[config.mk]
export PLATFORM = sky130hd
export DESIGN_NAME = filter_spad_ctrl_flat
export DESIGN_NICKNAME = d
export VERILOG_FILES = /design/src/rtl/pe_pkg.sv /design/src/rtl/filter_spad_ctrl_if.sv /design/src/rtl/filter_addr_gen.sv /design/src/rtl/filter_spad_ctrl.sv /design/src/flat_wrapper.sv
export SDC_FILE = /design/constraint.sdc
export NUM_CORES = 1
export LEC_CHECK = 0
export ABC_AREA = 0
export CORE_MARGIN = 2
export CORE_UTILIZATION = 47
export DETAILED_ROUTE_END_ITERATION = 10
export PLACE_DENSITY = 0.8
export SLEW_MARGIN = 10
export SYNTH_ARGS = -nofsm -noshare
export SYNTH_HDL_FRONTEND = slang
export SYNTH_SLANG_ARGS = --single-unit
[constraint.sdc]
create_clock -name clk -period 3.22 [get_ports clk]
set_input_delay 0.483 -clock clk [delete_from_list [all_inputs] [get_ports clk]]
set_output_delay 0.483 -clock clk [all_outputs]
set_load 0.005 [all_outputs]
[src/rtl/pe_pkg.sv]
// Shared PE constants and the filter spad controller state type.
package pe_pkg;
  localparam int FILTER_SPAD_DEPTH = 224;
  localparam int FILTER_ADDR_W     = 8;
  localparam int DATA_W            = 16;

  typedef enum logic [1:0] {
    ST_IDLE = 2'd0,
    ST_LOAD = 2'd1,
    ST_READ = 2'd2
  } spad_state_e;
endpackage

[src/rtl/filter_spad_ctrl_if.sv]
// Filter load stream, MAC operand stream and spad port of the filter spad controller.
interface filter_spad_ctrl_if;
  import pe_pkg::*;

  logic [DATA_W-1:0]        in_data;
  logic                     in_valid;
  logic                     in_ready;
  logic [DATA_W-1:0]        out_data;
  logic                     out_valid;
  logic                     out_ready;
  logic [FILTER_ADDR_W-1:0] spad_addr;
  logic                     spad_we;
  logic [DATA_W-1:0]        spad_wdata;
  logic [DATA_W-1:0]        spad_rdata;

  modport master (
    input  in_data, in_valid, out_ready, spad_rdata,
    output in_ready, out_data, out_valid, spad_addr, spad_we, spad_wdata
  );

  modport slave (
    output in_data, in_valid, out_ready, spad_rdata,
    input  in_ready, out_data, out_valid, spad_addr, spad_we, spad_wdata
  );
endinterface

[src/rtl/filter_addr_gen.sv]
// Base/stride/count address walker with modulo-DEPTH wrap; addr is the next address to issue.
// last is high while exactly one address remains.
module filter_addr_gen
  import pe_pkg::*;
#(
  parameter int DEPTH  = FILTER_SPAD_DEPTH,
  parameter int ADDR_W = FILTER_ADDR_W
) (
  input  logic              clk,
  input  logic              reset,
  input  logic              start,
  input  logic [ADDR_W-1:0] base,
  input  logic [ADDR_W-1:0] stride,
  input  logic [ADDR_W-1:0] count,
  input  logic              step,
  output logic [ADDR_W-1:0] addr,
  output logic              active,
  output logic              last
);
  logic [ADDR_W-1:0] left_q;
  logic [ADDR_W:0]   sum;
  logic [ADDR_W:0]   nxt;

  // base and stride are both below DEPTH, so one subtraction always suffices
  always_comb begin
    sum = {1'b0, addr} + {1'b0, stride};
    nxt = sum;
    if (sum >= (ADDR_W+1)'(DEPTH)) nxt = sum - (ADDR_W+1)'(DEPTH);
  end

  always_ff @(posedge clk) begin
    if (reset) begin
      addr   <= '0;
      left_q <= '0;
    end else if (start) begin
      addr   <= base;
      left_q <= count;
    end else if (step && left_q != '0) begin
      addr   <= nxt[ADDR_W-1:0];
      left_q <= left_q - 1'b1;
    end
  end

  assign active = (left_q != '0);
  assign last   = (left_q == ADDR_W'(1));
endmodule

[src/rtl/filter_spad_ctrl.sv]
// Owns the filter spad port: sequential loads from the filter FIFO and strided reads to the MAC.
// Optional FILTER_SPAD_CTRL_CHECKSUM_EN adds load_chk, the XOR of the words of the current load.
module filter_spad_ctrl #(
  parameter int DEPTH  = pe_pkg::FILTER_SPAD_DEPTH,
  parameter int ADDR_W = pe_pkg::FILTER_ADDR_W,
  parameter int DATA_W = pe_pkg::DATA_W
) (
  input  logic              clk,
  input  logic              reset,
  input  logic              load_start,
  input  logic [ADDR_W-1:0] load_len,
  output logic              load_done,
  input  logic              rd_start,
  input  logic [ADDR_W-1:0] rd_base,
  input  logic [ADDR_W-1:0] rd_count,
  input  logic [ADDR_W-1:0] rd_stride,
  output logic              rd_done,
  output logic              busy,
`ifdef FILTER_SPAD_CTRL_CHECKSUM_EN
  output logic [DATA_W-1:0] load_chk,
`endif
  filter_spad_ctrl_if.master bus
);
  import pe_pkg::*;

  spad_state_e       state_q, state_d;
  logic [ADDR_W-1:0] cnt_q, ptr_q, addr_q, len_clamp, ag_addr;
  logic [DATA_W-1:0] wdata_q, out_data_q;
  logic              we_q, load_done_q, zero_rd_q, out_valid_q, final_q;
  logic              ag_active, ag_last;
  logic              idle, load_go, load_zero, rd_go, rd_zero;
  logic              in_xfer, load_end, issue, rd_hs, rd_last;

  assign len_clamp = (load_len > ADDR_W'(DEPTH)) ? ADDR_W'(DEPTH) : load_len;
  assign idle      = (state_q == ST_IDLE);
  assign load_go   = idle && load_start && (len_clamp != '0);
  assign load_zero = idle && load_start && (len_clamp == '0);
  assign rd_go     = idle && !load_start && rd_start && (rd_count != '0);
  assign rd_zero   = idle && !load_start && rd_start && (rd_count == '0);
  assign in_xfer   = (state_q == ST_LOAD) && bus.in_valid;
  assign load_end  = in_xfer && (cnt_q == ADDR_W'(1));
  // Only issue when the output register will be free at the capturing edge
  assign issue     = (state_q == ST_READ) && ag_active && (!out_valid_q || bus.out_ready);
  assign rd_hs     = out_valid_q && bus.out_ready;
  assign rd_last   = rd_hs && final_q;

  filter_addr_gen #(.DEPTH(DEPTH), .ADDR_W(ADDR_W)) u_addr_gen (
    .clk    (clk),
    .reset  (reset),
    .start  (rd_go),
    .base   (rd_base),
    .stride (rd_stride),
    .count  (rd_count),
    .step   (issue),
    .addr   (ag_addr),
    .active (ag_active),
    .last   (ag_last)
  );

  always_comb begin
    state_d      = state_q;
    bus.in_ready = 1'b0;
    busy         = 1'b1;
    unique case (state_q)
      ST_IDLE: begin
        busy = 1'b0;
        if (load_go)    state_d = ST_LOAD;
        else if (rd_go) state_d = ST_READ;
      end
      ST_LOAD: begin
        bus.in_ready = 1'b1;
        if (load_end) state_d = ST_IDLE;
      end
      ST_READ: begin
        if (rd_last) state_d = ST_IDLE;
      end
      default: state_d = ST_IDLE;
    endcase
  end

  always_ff @(posedge clk) begin
    if (reset) begin
      state_q     <= ST_IDLE;
      cnt_q       <= '0;
      ptr_q       <= '0;
      addr_q      <= '0;
      wdata_q     <= '0;
      we_q        <= 1'b0;
      load_done_q <= 1'b0;
      zero_rd_q   <= 1'b0;
      out_valid_q <= 1'b0;
      out_data_q  <= '0;
      final_q     <= 1'b0;
    end else begin
      state_q     <= state_d;
      load_done_q <= load_zero || load_end;
      zero_rd_q   <= rd_zero;
      we_q        <= in_xfer;
      if (load_go) begin
        cnt_q <= len_clamp;
        ptr_q <= '0;
      end else if (in_xfer) begin
        addr_q  <= ptr_q;
        wdata_q <= bus.in_data;
        ptr_q   <= ptr_q + 1'b1;
        cnt_q   <= cnt_q - 1'b1;
      end
      if (issue) begin
        out_valid_q <= 1'b1;
        out_data_q  <= bus.spad_rdata;
      end else if (rd_hs) begin
        out_valid_q <= 1'b0;
      end
      if (rd_go || rd_last)      final_q <= 1'b0;
      else if (issue && ag_last) final_q <= 1'b1;
    end
  end

`ifdef FILTER_SPAD_CTRL_CHECKSUM_EN
  logic [DATA_W-1:0] chk_q;
  always_ff @(posedge clk) begin
    if (reset || (idle && load_start)) chk_q <= '0;
    else if (in_xfer)                  chk_q <= chk_q ^ bus.in_data;
  end
  assign load_chk = chk_q;
`endif

  // Read address comes straight from the walker so a read costs no extra cycle
  assign bus.spad_addr  = (state_q == ST_READ) ? ag_addr : addr_q;
  assign bus.spad_we    = we_q && !reset;
  assign bus.spad_wdata = wdata_q;
  assign bus.out_valid  = out_valid_q;
  assign bus.out_data   = out_data_q;
  assign load_done      = load_done_q;
  assign rd_done        = zero_rd_q || rd_last;
endmodule

[src/flat_wrapper.sv]
// flat-port wrapper written by rule: the top's interface ports become plain ports
module filter_spad_ctrl_flat import pe_pkg::*;
#(
  parameter int DEPTH  = pe_pkg::FILTER_SPAD_DEPTH,
  parameter int ADDR_W = pe_pkg::FILTER_ADDR_W,
  parameter int DATA_W = pe_pkg::DATA_W
)
  (clk, reset, load_start, load_len, load_done, rd_start, rd_base, rd_count, rd_stride, rd_done, busy, bus_in_data, bus_in_valid, bus_out_ready, bus_spad_rdata, bus_in_ready, bus_out_data, bus_out_valid, bus_spad_addr, bus_spad_we, bus_spad_wdata);
  filter_spad_ctrl_if bus_i ();
  input  logic clk;
  input  logic reset;
  input  logic load_start;
  input  logic [ADDR_W-1:0] load_len;
  output logic load_done;
  input  logic rd_start;
  input  logic [ADDR_W-1:0] rd_base;
  input  logic [ADDR_W-1:0] rd_count;
  input  logic [ADDR_W-1:0] rd_stride;
  output logic rd_done;
  output logic busy;
  input wire logic [$bits(bus_i.in_data)-1:0] bus_in_data;
  input wire logic [$bits(bus_i.in_valid)-1:0] bus_in_valid;
  input wire logic [$bits(bus_i.out_ready)-1:0] bus_out_ready;
  input wire logic [$bits(bus_i.spad_rdata)-1:0] bus_spad_rdata;
  output wire logic [$bits(bus_i.in_ready)-1:0] bus_in_ready;
  output wire logic [$bits(bus_i.out_data)-1:0] bus_out_data;
  output wire logic [$bits(bus_i.out_valid)-1:0] bus_out_valid;
  output wire logic [$bits(bus_i.spad_addr)-1:0] bus_spad_addr;
  output wire logic [$bits(bus_i.spad_we)-1:0] bus_spad_we;
  output wire logic [$bits(bus_i.spad_wdata)-1:0] bus_spad_wdata;
  assign bus_i.in_data = bus_in_data;
  assign bus_i.in_valid = bus_in_valid;
  assign bus_i.out_ready = bus_out_ready;
  assign bus_i.spad_rdata = bus_spad_rdata;
  assign bus_in_ready = bus_i.in_ready;
  assign bus_out_data = bus_i.out_data;
  assign bus_out_valid = bus_i.out_valid;
  assign bus_spad_addr = bus_i.spad_addr;
  assign bus_spad_we = bus_i.spad_we;
  assign bus_spad_wdata = bus_i.spad_wdata;
  filter_spad_ctrl #(.DEPTH(DEPTH), .ADDR_W(ADDR_W), .DATA_W(DATA_W)) u_core (.clk(clk), .reset(reset), .load_start(load_start), .load_len(load_len), .load_done(load_done), .rd_start(rd_start), .rd_base(rd_base), .rd_count(rd_count), .rd_stride(rd_stride), .rd_done(rd_done), .busy(busy), .bus(bus_i));
endmodule
==> out/qor.json, run 1 <==
{
  "run_status": {"value": "complete, no violations"},
  "period_needed": {"value": 3062, "unit": "ps"},
  "syn_nets": {"value": 562},
  "place_ws": {"value": -147.8, "unit": "ps"},
  "final_min_period_over_clock_period": {"value": 0.9510},
  "p_per_area": {"value": 456.0, "unit": "nW/um^2"},
  "seq_power_share": {"value": 0.447},
  "synth-simple-area-share": {"value": 0.2579},
  "io_pins": {"value": 116},
  "root_buffer": {"value": "clkbuf_8"},
  "finish.net_count": {"value": 674},
  "routed_via_density": {"value": 5.437},
  "post_synth_xor_area_fraction": {"value": 0.03689},
  "grt_setup_unrepaired": {"value": "false"},
  "pin_count_of_the_biggest_net_entering_global_routing": {"value": 74},
  "cts_sinks": {"value": 79},
  "cp_slowest_stage_delay": {"value": 460, "unit": "ps"},
  "rows": {"value": 32},
  "netSwitchingFraction": {"value": 0.2798},
  "area_growth_from_synthesis_to_final_layout": {"value": 38.50, "unit": "%"},
  "firstDrtPassIters": {"value": 4},
  "final_report_setup_violation_count": {"value": 0},
  "path_delay_family": {"value": "adder cells"},
  "timing_worst_setup_path_type": {"value": "primary input to register"},
  "drtIter0Drc": {"value": 200},
  "finalWirelength": {"value": 10280, "unit": "um"},
  "insertion_delay": {"value": 340, "unit": "ps"},
  "ant_nets": {"value": 0},
  "switching_power": {"value": 0.6712, "unit": "mW"},
  "detailed_place.area": {"value": 5049, "unit": "um^2"},
  "global_route_wire_length_before_repair": {"value": 16930, "unit": "um"},
  "grt_pass1_vias": {"value": 3733},
  "cap_viol_max_count": {"value": 0},
  "holdCritPathClass": {"value": "register to register"},
  "die_width": {"value": 93.90, "unit": "um"},
  "postCtsHoldBufs": {"value": 0},
  "instance_count_of_the_mapped_netlist": {"value": 476},
  "timing.final.max_slew_violations": {"value": 0},
  "leak_pwr": {"value": 1.960, "unit": "nW"},
  "synth-compound-area-share": {"value": 0.1709},
  "internal-power": {"value": 1.728, "unit": "mW"},
  "p_clk_frac": {"value": 0.333},
  "die_area": {"value": 8817, "unit": "um^2"},
  "vdd_ir_drop_max": {"value": 0.0002410, "unit": "V"},
  "maxSlewHeadroom": {"value": 0.4985},
  "finalPower": {"value": 2.399, "unit": "mW"},
  "final.hold.worst_slack": {"value": 455.4, "unit": "ps"},
  "timing.critical_path.to_type": {"value": "register"},
  "final_hold_viol_count": {"value": 0},
  "postSynthRegisterBits": {"value": 79},
  "worstPathBufferInverterCount": {"value": 2},
  "post_synth_num_cell_types": {"value": 48},
  "antenna-diode-count": {"value": 0},
  "crit_required": {"value": 3480, "unit": "ps"},
  "synth_flop_cell": {"value": "dfxtp_1"},
  "worst_clock_skew": {"value": 4.806, "unit": "ps"},
  "clock_tree.htree_level_count": {"value": 3},
  "post_cts_resize_count": {"value": 0},
  "coreArea": {"value": 7767, "unit": "um^2"},
  "weighted_congestion_reported_at_the_end_of_routability_driven_placement": {"value": 0.8725},
  "main_combinational_cell_family_by_area_after_synthesis": {"value": "simple AND/OR/NAND/NOR gates"},
  "cts_inserted_buffers": {"value": 9},
  "initial_core_util": {"value": 0.4890},
  "final_cells": {"value": 695},
  "placed_cells_incl_taps": {"value": 679},
  "wl_per_cell": {"value": 14.79, "unit": "um"},
  "io_buffer_count": {"value": 115},
  "clockBufferDepth": {"value": 2},
  "synthesis.area": {"value": 3799, "unit": "um^2"},
  "post_route_drc": {"value": 0},
  "share_comb_of_total_power": {"value": 0.220},
  "via_count": {"value": 3779},
  "crit_path_start_kind": {"value": "primary input"},
  "gr-total-overflow": {"value": 0},
  "critical_path_arrival": {"value": 3330, "unit": "ps"},
  "synth.avg_cell_area": {"value": 7.980, "unit": "um^2"},
  "die_h": {"value": 93.90, "unit": "um"},
  "grt_usage": {"value": 0.2387},
  "synth-warning-count": {"value": 0},
  "synth.yosys.seq_area_share": {"value": 0.4163},
  "clkSlewWorstSetupHoldPaths": {"value": 80, "unit": "ps"},
  "synth_edf_count": {"value": 0},
  "antenna_violations_before_repair": {"value": 0},
  "fmaxAchievable": {"value": 0.3266, "unit": "GHz"},
  "cts_setup_buffers": {"value": 0},
  "cpMaxStageDelayCell": {"value": "clkdlybuf4s50_1"},
  "ys_async_sr_fraction": {"value": 0},
  "timing_worst_slew_pin_value": {"value": 752.2, "unit": "ps"},
  "yosys-mux-area-fraction": {"value": 0.02339},
  "worstPathMaxFanout": {"value": 4},
  "finalWorstSetupSlack": {"value": 157.7, "unit": "ps"},
  "hpwl": {"value": 7477, "unit": "um"},
  "tritoncts": {"value": "yes"},
  "critical_path.cell_chain": {"value": "clkdlybuf4s50_1 > ha_1 > inv_1 > fa_1 > nor2b_1 > o2111ai_1 > nand2_1 > xor2_1 > ha_1 > nand2_1 > nor2_1 > nor2_1 > a311o_1 > a41oi_1"},
  "layout-drive-gt1-share": {"value": 0.07251},
  "post_synth_fa_ha_maj_area_fraction": {"value": 0.05468},
  "fin_area": {"value": 5261, "unit": "um^2"}
}
[cell families (layout without fill, tap and decap cells)]
group / count (synthesis) / in the layout
AND/OR/NAND/NOR: 212 / 212
AO/OA/AOI/OAI: 109 / 109
buffers and inverters: 36 / 153
flip-flops: 79 / 79
XOR/XNOR: 16 / 16
adder cells (fa/ha/maj): 16 / 16
multiplexers: 8 / 8
[cell usage in the layout (no fill, tap or decap), types with 3 or more instances in the layout]
cell and n:
a21o_1 5, a21oi_1 68, a221oi_1 5, a22oi_1 7, a31oi_1 3, a32oi_1 3, and2_1 5, and3_1 3
buf_4 12, clkbuf_8 9, clkdlybuf4s50_1 114, dfxtp_1 79, ha_1 15, inv_1 10, mux2_2 7, nand2_1 110
nand2b_1 7, nand3_1 13, nand4_1 4, nor2_1 39, nor2b_1 5, nor3_1 8, nor4_1 5, o21ai_0 6
xnor2_1 6, xor2_1 10
[routing by layer]
metal	GRT usage	wire length, um
met2	0.4107	5042
met3	0.05217	686
met5	0	0
met1	0.2951	4410
met4	0.07971	143
[power groups by stage]
stage / Sequential (mW) / Clock (mW) / Combinational, mW
after floorplan: 1.09 / 0 / 0.298
after global placement: 1.09 / 0 / 0.507
after detailed placement: 1.10 / 0 / 0.520
after CTS: 1.07 / 0.807 / 0.524
after global routing: 1.08 / 0.851 / 0.585
final: 1.07 / 0.798 / 0.527
[Yosys cell counts (3+ instances only)]
library cell	number	share of area
clkbuf_1	17	0.017
a21o_1	5	0.0099
nor2b_1	5	0.0082
nand2b_1	7	0.012
and2_1	5	0.0082
nor3_1	8	0.011
a31oi_1	3	0.0049
buf_2	7	0.0092
nor2_1	39	0.039
xnor2_1	6	0.014
xor2_1	10	0.023
a221oi_1	5	0.012
and3_1	3	0.0049
nor4_1	5	0.0082
mux2_2	7	0.021
inv_1	10	0.0099
a21oi_1	68	0.090
a22oi_1	7	0.014
nand4_1	4	0.0066
dfxtp_1	79	0.42
nand2_1	110	0.11
nand3_1	13	0.017
ha_1	15	0.049
o21ai_0	6	0.0079
a32oi_1	3	0.0069
[through the flow]
stage               TNS, ps  utilization
floorplan                 0            -
global route              0       0.6774
finish                    0       0.6774
CTS                       0       0.6774
detailed placement   -147.8       0.6500
global placement          0       0.6500
[worst reg2reg max path, delay by kind of cell (launching register included)]
family	cells	cell delay, ps
compound gates	3	700
simple gates	5	560
fa+ha+maj	3	870
flops	1	390
xor+xnor	1	220
buf+inv	1	60
[area by class of cell]
cell class | count | area, um^2
clock buffer | 10 | 127.6
clock inverter | 6 | 85.08
fill | 652 | 2506
inverter | 10 | 37.54
multi-input combinational | 361 | 2066
sequential | 79 | 1582
tap | 102 | 127.6
timing repair buffer | 127 | 1236
[registers in the layout, indices dropped and copies added, names as in the netlist]
register	cells
u_core.addr_q	8
u_core.bus.out_data	16
u_core.bus.out_valid	1
u_core.bus.spad_wdata	16
u_core.cnt_q	8
u_core.final_q	1
u_core.load_done	1
u_core.ptr_q	8
u_core.state_q	2
u_core.u_addr_gen.addr	8
u_core.u_addr_gen.left_q	8
u_core.we_q	1
u_core.zero_rd_q	1
[final timing paths]
check | from | to | slack, ps | depth (start not counted)
worst max-delay path | rd_stride[0] | u_core.u_addr_gen.addr[5]$_SDFFE_PP0P_ | 160 | 14
worst min-delay path | u_core.bus.spad_wdata[6]$_SDFFE_PP0P_ | u_core.bus.spad_wdata[6]$_SDFFE_PP0P_ | 460 | 2
worst max register to register | u_core.u_addr_gen.addr[0]$_SDFFE_PP0P_ | u_core.u_addr_gen.addr[5]$_SDFFE_PP0P_ | 340 | 13
worst min register to register | u_core.bus.spad_wdata[6]$_SDFFE_PP0P_ | u_core.bus.spad_wdata[6]$_SDFFE_PP0P_ | 460 | 2
Power figures use the tool's default switching activity.
==> run 2: changes to the inputs <==
--- a/config.mk
+++ b/config.mk
@@ -9,7 +9,7 @@
 export CORE_MARGIN = 2
 export CORE_UTILIZATION = 47
 export DETAILED_ROUTE_END_ITERATION = 10
-export PLACE_DENSITY = 0.8
+export PLACE_DENSITY = 0.91
 export SLEW_MARGIN = 10
 export SYNTH_ARGS = -nofsm -noshare
 export SYNTH_HDL_FRONTEND = slang
==> run 2 against run 1 <==
Compared with the run above:
- clock power rose by 2.9%
- non-clock buffer count decreased by 1
- fmax increased by 2.5%
- flip-flop and latch count unchanged
- count of clock-buffer cells in the layout unchanged
==> out/qor.json, run 2 (synthesis gave the netlist of run 1 again) <==
{
  "worst_clock_skew": {"value": 10.69, "unit": "ps"},
  "worstPathMaxFanout": {"value": 4},
  "root_buffer": {"value": "clkbuf_8"},
  "die_area": {"value": 8817, "unit": "um^2"},
  "m1WireLength": {"value": 4242, "unit": "um"},
  "grt_setup_unrepaired": {"value": "false"},
  "cap_viol_max_count": {"value": 0},
  "place_ws": {"value": -50.64, "unit": "ps"},
  "antenna-diode-count": {"value": 0},
  "via_count": {"value": 3759},
  "grt_pass1_vias": {"value": 3739},
  "grt_usage": {"value": 0.2411},
  "coreArea": {"value": 7767, "unit": "um^2"},
  "layout.area.seq": {"value": 1582, "unit": "um^2"},
  "finalWorstSetupSlack": {"value": 233.4, "unit": "ps"},
  "critical_path_arrival": {"value": 3250, "unit": "ps"},
  "n_fill_cell": {"value": 648},
  "cts_setup_buffers": {"value": 0},
  "io_buffer_count": {"value": 115},
  "final_min_period_over_clock_period": {"value": 0.9275},
  "gr-total-overflow": {"value": 0},
  "rr_worst_depth": {"value": 13},
  "leak_pwr": {"value": 1.961, "unit": "nW"},
  "p_clk_frac": {"value": 0.339},
  "share_comb_of_total_power": {"value": 0.218},
  "final_cells": {"value": 694},
  "die_h": {"value": 93.90, "unit": "um"},
  "netSwitchingFraction": {"value": 0.2847},
  "detailed_place.area": {"value": 5041, "unit": "um^2"},
  "timing_worst_slew_pin_value": {"value": 773.5, "unit": "ps"},
  "clkSlewWorstSetupHoldPaths": {"value": 80, "unit": "ps"},
  "initial_core_util": {"value": 0.4890},
  "io_pins": {"value": 116},
  "firstDrtPassIters": {"value": 4},
  "wl_per_cell": {"value": 15.16, "unit": "um"},
  "holdCritPathClass": {"value": "register to register"},
  "internal-power": {"value": 1.734, "unit": "mW"},
  "routed_via_density": {"value": 5.416},
  "area_growth_from_synthesis_to_final_layout": {"value": 38.54, "unit": "%"},
  "placed_cells_incl_taps": {"value": 678},
  "rows": {"value": 32},
  "amount_of_wire_on_met2_after_detailed_routing": {"value": 5373, "unit": "um"},
  "drtIter0Drc": {"value": 157},
  "timing_worst_setup_path_type": {"value": "primary input to register"},
  "global_route_wire_length_before_repair": {"value": 16990, "unit": "um"},
  "leading_cell_type_in_the_layout_fill_and_taps_excluded": {"value": "clkdlybuf4s50_1"},
  "insertion_delay": {"value": 350, "unit": "ps"},
  "timing.critical_path.to_type": {"value": "register"},
  "layout_common_cells": {"value": "114 x clkdlybuf4s50_1, 110 x nand2_1, 79 x dfxtp_1"},
  "final_hold_viol_count": {"value": 0},
  "maxUsedRoutingLayer": {"value": "met4"},
  "fin_area": {"value": 5263, "unit": "um^2"},
  "finish.net_count": {"value": 673},
  "vdd_ir_drop_max": {"value": 0.0002926, "unit": "V"},
  "pin_count_of_the_biggest_net_entering_global_routing": {"value": 74},
  "cts_sinks": {"value": 79},
  "ant_nets": {"value": 0},
  "p_per_area": {"value": 460.6, "unit": "nW/um^2"},
  "timing.reg2reg.setup_slack": {"value": 430, "unit": "ps"},
  "run_status": {"value": "complete, no violations"},
  "crit_path_start_kind": {"value": "primary input"},
  "post_cts_resize_count": {"value": 0},
  "met3_wirelength": {"value": 766, "unit": "um"},
  "finalWirelength": {"value": 10520, "unit": "um"},
  "postCtsHoldBufs": {"value": 0},
  "antenna_violations_before_repair": {"value": 0},
  "switching_power": {"value": 0.6900, "unit": "mW"},
  "period_needed": {"value": 2987, "unit": "ps"},
  "cts_inserted_buffers": {"value": 9},
  "post_route_drc": {"value": 0},
  "final_report_setup_violation_count": {"value": 0},
  "crit_required": {"value": 3490, "unit": "ps"},
  "min_path_cells": {"value": 2},
  "clock_tree.htree_level_count": {"value": 3},
  "maxSlewHeadroom": {"value": 0.4843},
  "layout-drive-gt1-share": {"value": 0.07095},
  "tritoncts": {"value": "yes"},
  "seq_power_share": {"value": 0.443},
  "hpwl": {"value": 7753, "unit": "um"},
  "finalCoreUtilization": {"value": 0.6775},
  "finalPower": {"value": 2.424, "unit": "mW"},
  "timing.final.max_slew_violations": {"value": 0},
  "multi_input_area": {"value": 2066, "unit": "um^2"},
  "die_width": {"value": 93.90, "unit": "um"},
  "fmaxAchievable": {"value": 0.3348, "unit": "GHz"},
  "weighted_congestion_reported_at_the_end_of_routability_driven_placement": {"value": 0.9187},
  "clockBufferDepth": {"value": 2}
}
==> run 2: metal layers <==
| metal | vias up | track usage |
|---|---|---|
| met5 | - | 0 |
| met4 | 0 | 0.08213 |
| met2 | 133 | 0.4321 |
| li1 | 1861 | - |
| met3 | 14 | 0.05939 |
| met1 | 1751 | 0.2787 |
==> run 2: power by group through the flow <==
stage	sequential (mW)	combinational, mW	clock [mW]
detailed placement	1.10	0.521	0
CTS	1.07	0.526	0.830
finish	1.07	0.529	0.821
global route	1.08	0.581	0.876
global placement	1.09	0.501	0
floorplan	1.09	0.298	0
==> run 2: final cells by class <==
cell class / count / area share
inverter: 10 / 0.007133
clock buffer: 10 / 0.02425
tap: 102 / 0.02425
clock inverter: 6 / 0.01783
multi-input combinational: 361 / 0.3925
sequential: 79 / 0.3005
timing repair buffer: 126 / 0.2335
==> run 2: metrics by stage <==
stage	TNS, ps	hold slack [ps]
finish	0	455.0
global route	0	473.0
CTS	0	456.1
detailed placement	-50.64	445.7
global placement	0	438.7
floorplan	0	432.9
==> run 2: path summary, 6_finish.rpt <==
check | start | end
hold reg to reg | u_core.bus.spad_wdata[3]$_SDFFE_PP0P_ | u_core.bus.spad_wdata[3]$_SDFFE_PP0P_
setup reg to reg | u_core.u_addr_gen.addr[0]$_SDFFE_PP0P_ | u_core.u_addr_gen.addr[5]$_SDFFE_PP0P_
setup / recovery | rd_stride[0] | u_core.u_addr_gen.addr[5]$_SDFFE_PP0P_
hold / removal | u_core.bus.spad_wdata[3]$_SDFFE_PP0P_ | u_core.bus.spad_wdata[3]$_SDFFE_PP0P_
==> run 2: worst max-delay path: stages <==
cell and delay [ps]:
clkdlybuf4s50_1 460, ha_1 180, inv_1 60, fa_1 400
nor2b_1 170, o2111ai_1 120, nand2_1 140, xor2_1 230
ha_1 250, nand2_1 70, nor2_1 90, nor2_1 60
a311o_1 350, a41oi_1 200
==> run 3: changes to the inputs <==
--- a/config.mk
+++ b/config.mk
@@ -9,6 +9,7 @@
 export CORE_MARGIN = 2
 export CORE_UTILIZATION = 47
 export DETAILED_ROUTE_END_ITERATION = 10
+export GPL_TIMING_DRIVEN = 0
 export PLACE_DENSITY = 0.91
 export SLEW_MARGIN = 10
 export SYNTH_ARGS = -nofsm -noshare
==> run 3 against run 2 <==
Compared with the run above:
- total power is 5.3% lower
- combinational power is 1% higher
- flip-flop and latch count stayed put
- largest power group unchanged
==> out/qor.json, run 3 (synthesis gave the netlist of run 1 again) <==
{
  "insertion_delay": {"value": 350, "unit": "ps"},
  "weighted_congestion_reported_at_the_end_of_routability_driven_placement": {"value": 0.8987},
  "finalWorstSetupSlack": {"value": 185.8, "unit": "ps"},
  "met3_wirelength": {"value": 979, "unit": "um"},
  "min_path_cells": {"value": 2},
  "place_ws": {"value": -235.7, "unit": "ps"},
  "die_area": {"value": 8817, "unit": "um^2"},
  "clock_tree.htree_level_count": {"value": 3},
  "cap_viol_max_count": {"value": 0},
  "fmaxAchievable": {"value": 0.3296, "unit": "GHz"},
  "crit_required": {"value": 3500, "unit": "ps"},
  "critical_path_arrival": {"value": 3310, "unit": "ps"},
  "grt_pass1_vias": {"value": 3824},
  "layout_common_cells": {"value": "115 x clkdlybuf4s50_1, 110 x nand2_1, 79 x dfxtp_1"},
  "run_status": {"value": "complete, no violations"},
  "amount_of_wire_on_met2_after_detailed_routing": {"value": 5595, "unit": "um"},
  "m1WireLength": {"value": 4381, "unit": "um"},
  "initial_core_util": {"value": 0.4890},
  "antenna_violations_before_repair": {"value": 0},
  "io_pins": {"value": 116},
  "post_route_drc": {"value": 0},
  "timing_worst_setup_path_type": {"value": "primary input to register"},
  "wl_per_cell": {"value": 15.74, "unit": "um"},
  "layout-drive-gt1-share": {"value": 0.07072},
  "timing.critical_path.to_type": {"value": "register"},
  "finish.net_count": {"value": 689},
  "critical_path.reg2reg.startpoint": {"value": "u_core.u_addr_gen.addr[0]$_SDFFE_PP0P_"},
  "gr-total-overflow": {"value": 0},
  "routed_via_density": {"value": 5.492},
  "fin_area": {"value": 5276, "unit": "um^2"},
  "final.hold.worst_slack": {"value": 456.0, "unit": "ps"},
  "crit_path_start_kind": {"value": "primary input"},
  "worst_clock_skew": {"value": 8.714, "unit": "ps"},
  "worstPathBufferInverterCount": {"value": 2},
  "tns": {"value": 0, "unit": "ps"},
  "clkSlewWorstSetupHoldPaths": {"value": 90, "unit": "ps"},
  "root_buffer": {"value": "clkbuf_8"},
  "final_min_period_over_clock_period": {"value": 0.9423},
  "finalWirelength": {"value": 11180, "unit": "um"},
  "multi_input_area": {"value": 2078, "unit": "um^2"},
  "area_growth_from_synthesis_to_final_layout": {"value": 38.90, "unit": "%"},
  "timing_worst_slew_pin_value": {"value": 584.8, "unit": "ps"},
  "leak_pwr": {"value": 1.949, "unit": "nW"},
  "p_per_area": {"value": 435.3, "unit": "nW/um^2"},
  "die_h": {"value": 93.90, "unit": "um"},
  "maxSlewHeadroom": {"value": 0.6102},
  "finalPower": {"value": 2.297, "unit": "mW"},
  "die_width": {"value": 93.90, "unit": "um"},
  "holdCritPathClass": {"value": "register to register"},
  "cts_inserted_buffers": {"value": 9},
  "timing.reg2reg.setup_slack": {"value": 410, "unit": "ps"},
  "grt_usage": {"value": 0.2546},
  "pin_count_of_the_biggest_net_entering_global_routing": {"value": 16},
  "r2r-end": {"value": "u_core.u_addr_gen.addr[5]$_SDFFE_PP0P_"},
  "antenna-diode-count": {"value": 0},
  "final_cells": {"value": 710},
  "vdd_ir_drop_max": {"value": 0.0002980, "unit": "V"},
  "final_hold_viol_count": {"value": 0},
  "rr_worst_depth": {"value": 13},
  "firstDrtPassIters": {"value": 5},
  "hpwl": {"value": 8383, "unit": "um"},
  "cpMaxStageDelayCell": {"value": "clkdlybuf4s50_1"},
  "global_route_wire_length_before_repair": {"value": 17790, "unit": "um"},
  "ant_nets": {"value": 0},
  "rows": {"value": 32},
  "detailed_place.area": {"value": 5077, "unit": "um^2"},
  "postCtsHoldBufs": {"value": 0},
  "final_report_setup_violation_count": {"value": 0},
  "period_needed": {"value": 3034, "unit": "ps"},
  "tritoncts": {"value": "yes"},
  "io_buffer_count": {"value": 115},
  "path_delay_family": {"value": "adder cells"},
  "layout.area.seq": {"value": 1582, "unit": "um^2"},
  "timing.final.max_slew_violations": {"value": 0},
  "hold_path_end": {"value": "u_core.addr_q[7]$_SDFFE_PP0P_"},
  "drtIter0Drc": {"value": 282},
  "hp-start": {"value": "u_core.addr_q[7]$_SDFFE_PP0P_"},
  "clockBufferDepth": {"value": 2},
  "coreArea": {"value": 7767, "unit": "um^2"},
  "leading_cell_type_in_the_layout_fill_and_taps_excluded": {"value": "clkdlybuf4s50_1"},
  "n_fill_cell": {"value": 616},
  "via_count": {"value": 3899},
  "cp_slowest_stage_delay": {"value": 470, "unit": "ps"},
  "finalCoreUtilization": {"value": 0.6793},
  "placed_cells_incl_taps": {"value": 693},
  "critical_path.cell_chain": {"value": "clkdlybuf4s50_1 > ha_1 > inv_1 > fa_1 > nor2b_2 > o2111ai_1 > nand2_1 > xor2_2 > ha_2 > nand2_1 > nor2_1 > nor2_1 > a311o_1 > a41oi_1"},
  "cts_sinks": {"value": 79},
  "worstPathMaxFanout": {"value": 5},
  "maxUsedRoutingLayer": {"value": "met4"}
}
[run 3: cell count changes in the layout (fill, tap and decap cells not counted), moves of 2 or more]
cell       change
clkbuf_1      +16
bufinv_16      -2
buf_2          +6
inv_6          +2
buf_4         -10
[run 3: final cells by class]
type / count / area share
clock buffers: 9 / 0.02348
well taps: 102 / 0.02419
inverters: 10 / 0.007114
plain buffers: 26 / 0.02158
repair buffers: 116 / 0.2196
multi-input cells: 361 / 0.3939
clock inverters: 7 / 0.01043
flip-flops and latches: 79 / 0.2997
[run 3: worst max-delay path by stage]
| stage | start | depth (start not counted) | slack [ps] | end |
|---|---|---|---|---|
| 2_1_floorplan | rd_stride[0] | 13 | 520 | u_core.u_addr_gen.addr[5]$_SDFFE_PP0P_ |
| 3_3_place_gp | rd_stride[0] | 14 | -140 | u_core.u_addr_gen.addr[5]$_SDFFE_PP0P_ |
| 3_5_place_dp | rd_stride[0] | 14 | -240 | u_core.u_addr_gen.addr[5]$_SDFFE_PP0P_ |
| 4_1_cts | rd_stride[0] | 14 | 110 | u_core.u_addr_gen.addr[5]$_SDFFE_PP0P_ |
| 5_1_grt | rd_stride[0] | 14 | -10 | u_core.u_addr_gen.addr[5]$_SDFFE_PP0P_ |
| 6_report | rd_stride[0] | 14 | 190 | u_core.u_addr_gen.addr[5]$_SDFFE_PP0P_ |
[run 3: where the power goes]
part | switching [mW] | internal [mW] | total (mW) | leakage (nW)
clock | 0.399 | 0.288 | 0.687 | 0.0866
combinational | 0.274 | 0.262 | 0.536 | 1.22
sequential | 0.0460 | 1.03 | 1.07 | 0.642
[run 3: tightest hold or removal path, delay by kind of cell, from the launching register on]
kind | cells | cell delay, ps
flops | 1 | 320
simple gates | 1 | 50
compound gates | 1 | 50
[run 3: repair_timing]
item	in CTS	in global routing
resized for setup	0	3
hold endpoints to repair	0	0
endpoints found under the setup margin	0	1
setup buffers	0	1
[run 3: layer usage]
| layer | up-vias | GRT usage |
|---|---|---|
| li1 | 1893 | - |
| met4 | 0 | 0.08696 |
| met1 | 1801 | 0.3052 |
| met3 | 20 | 0.06260 |
| met2 | 185 | 0.4435 |
| met5 | - | 0 |
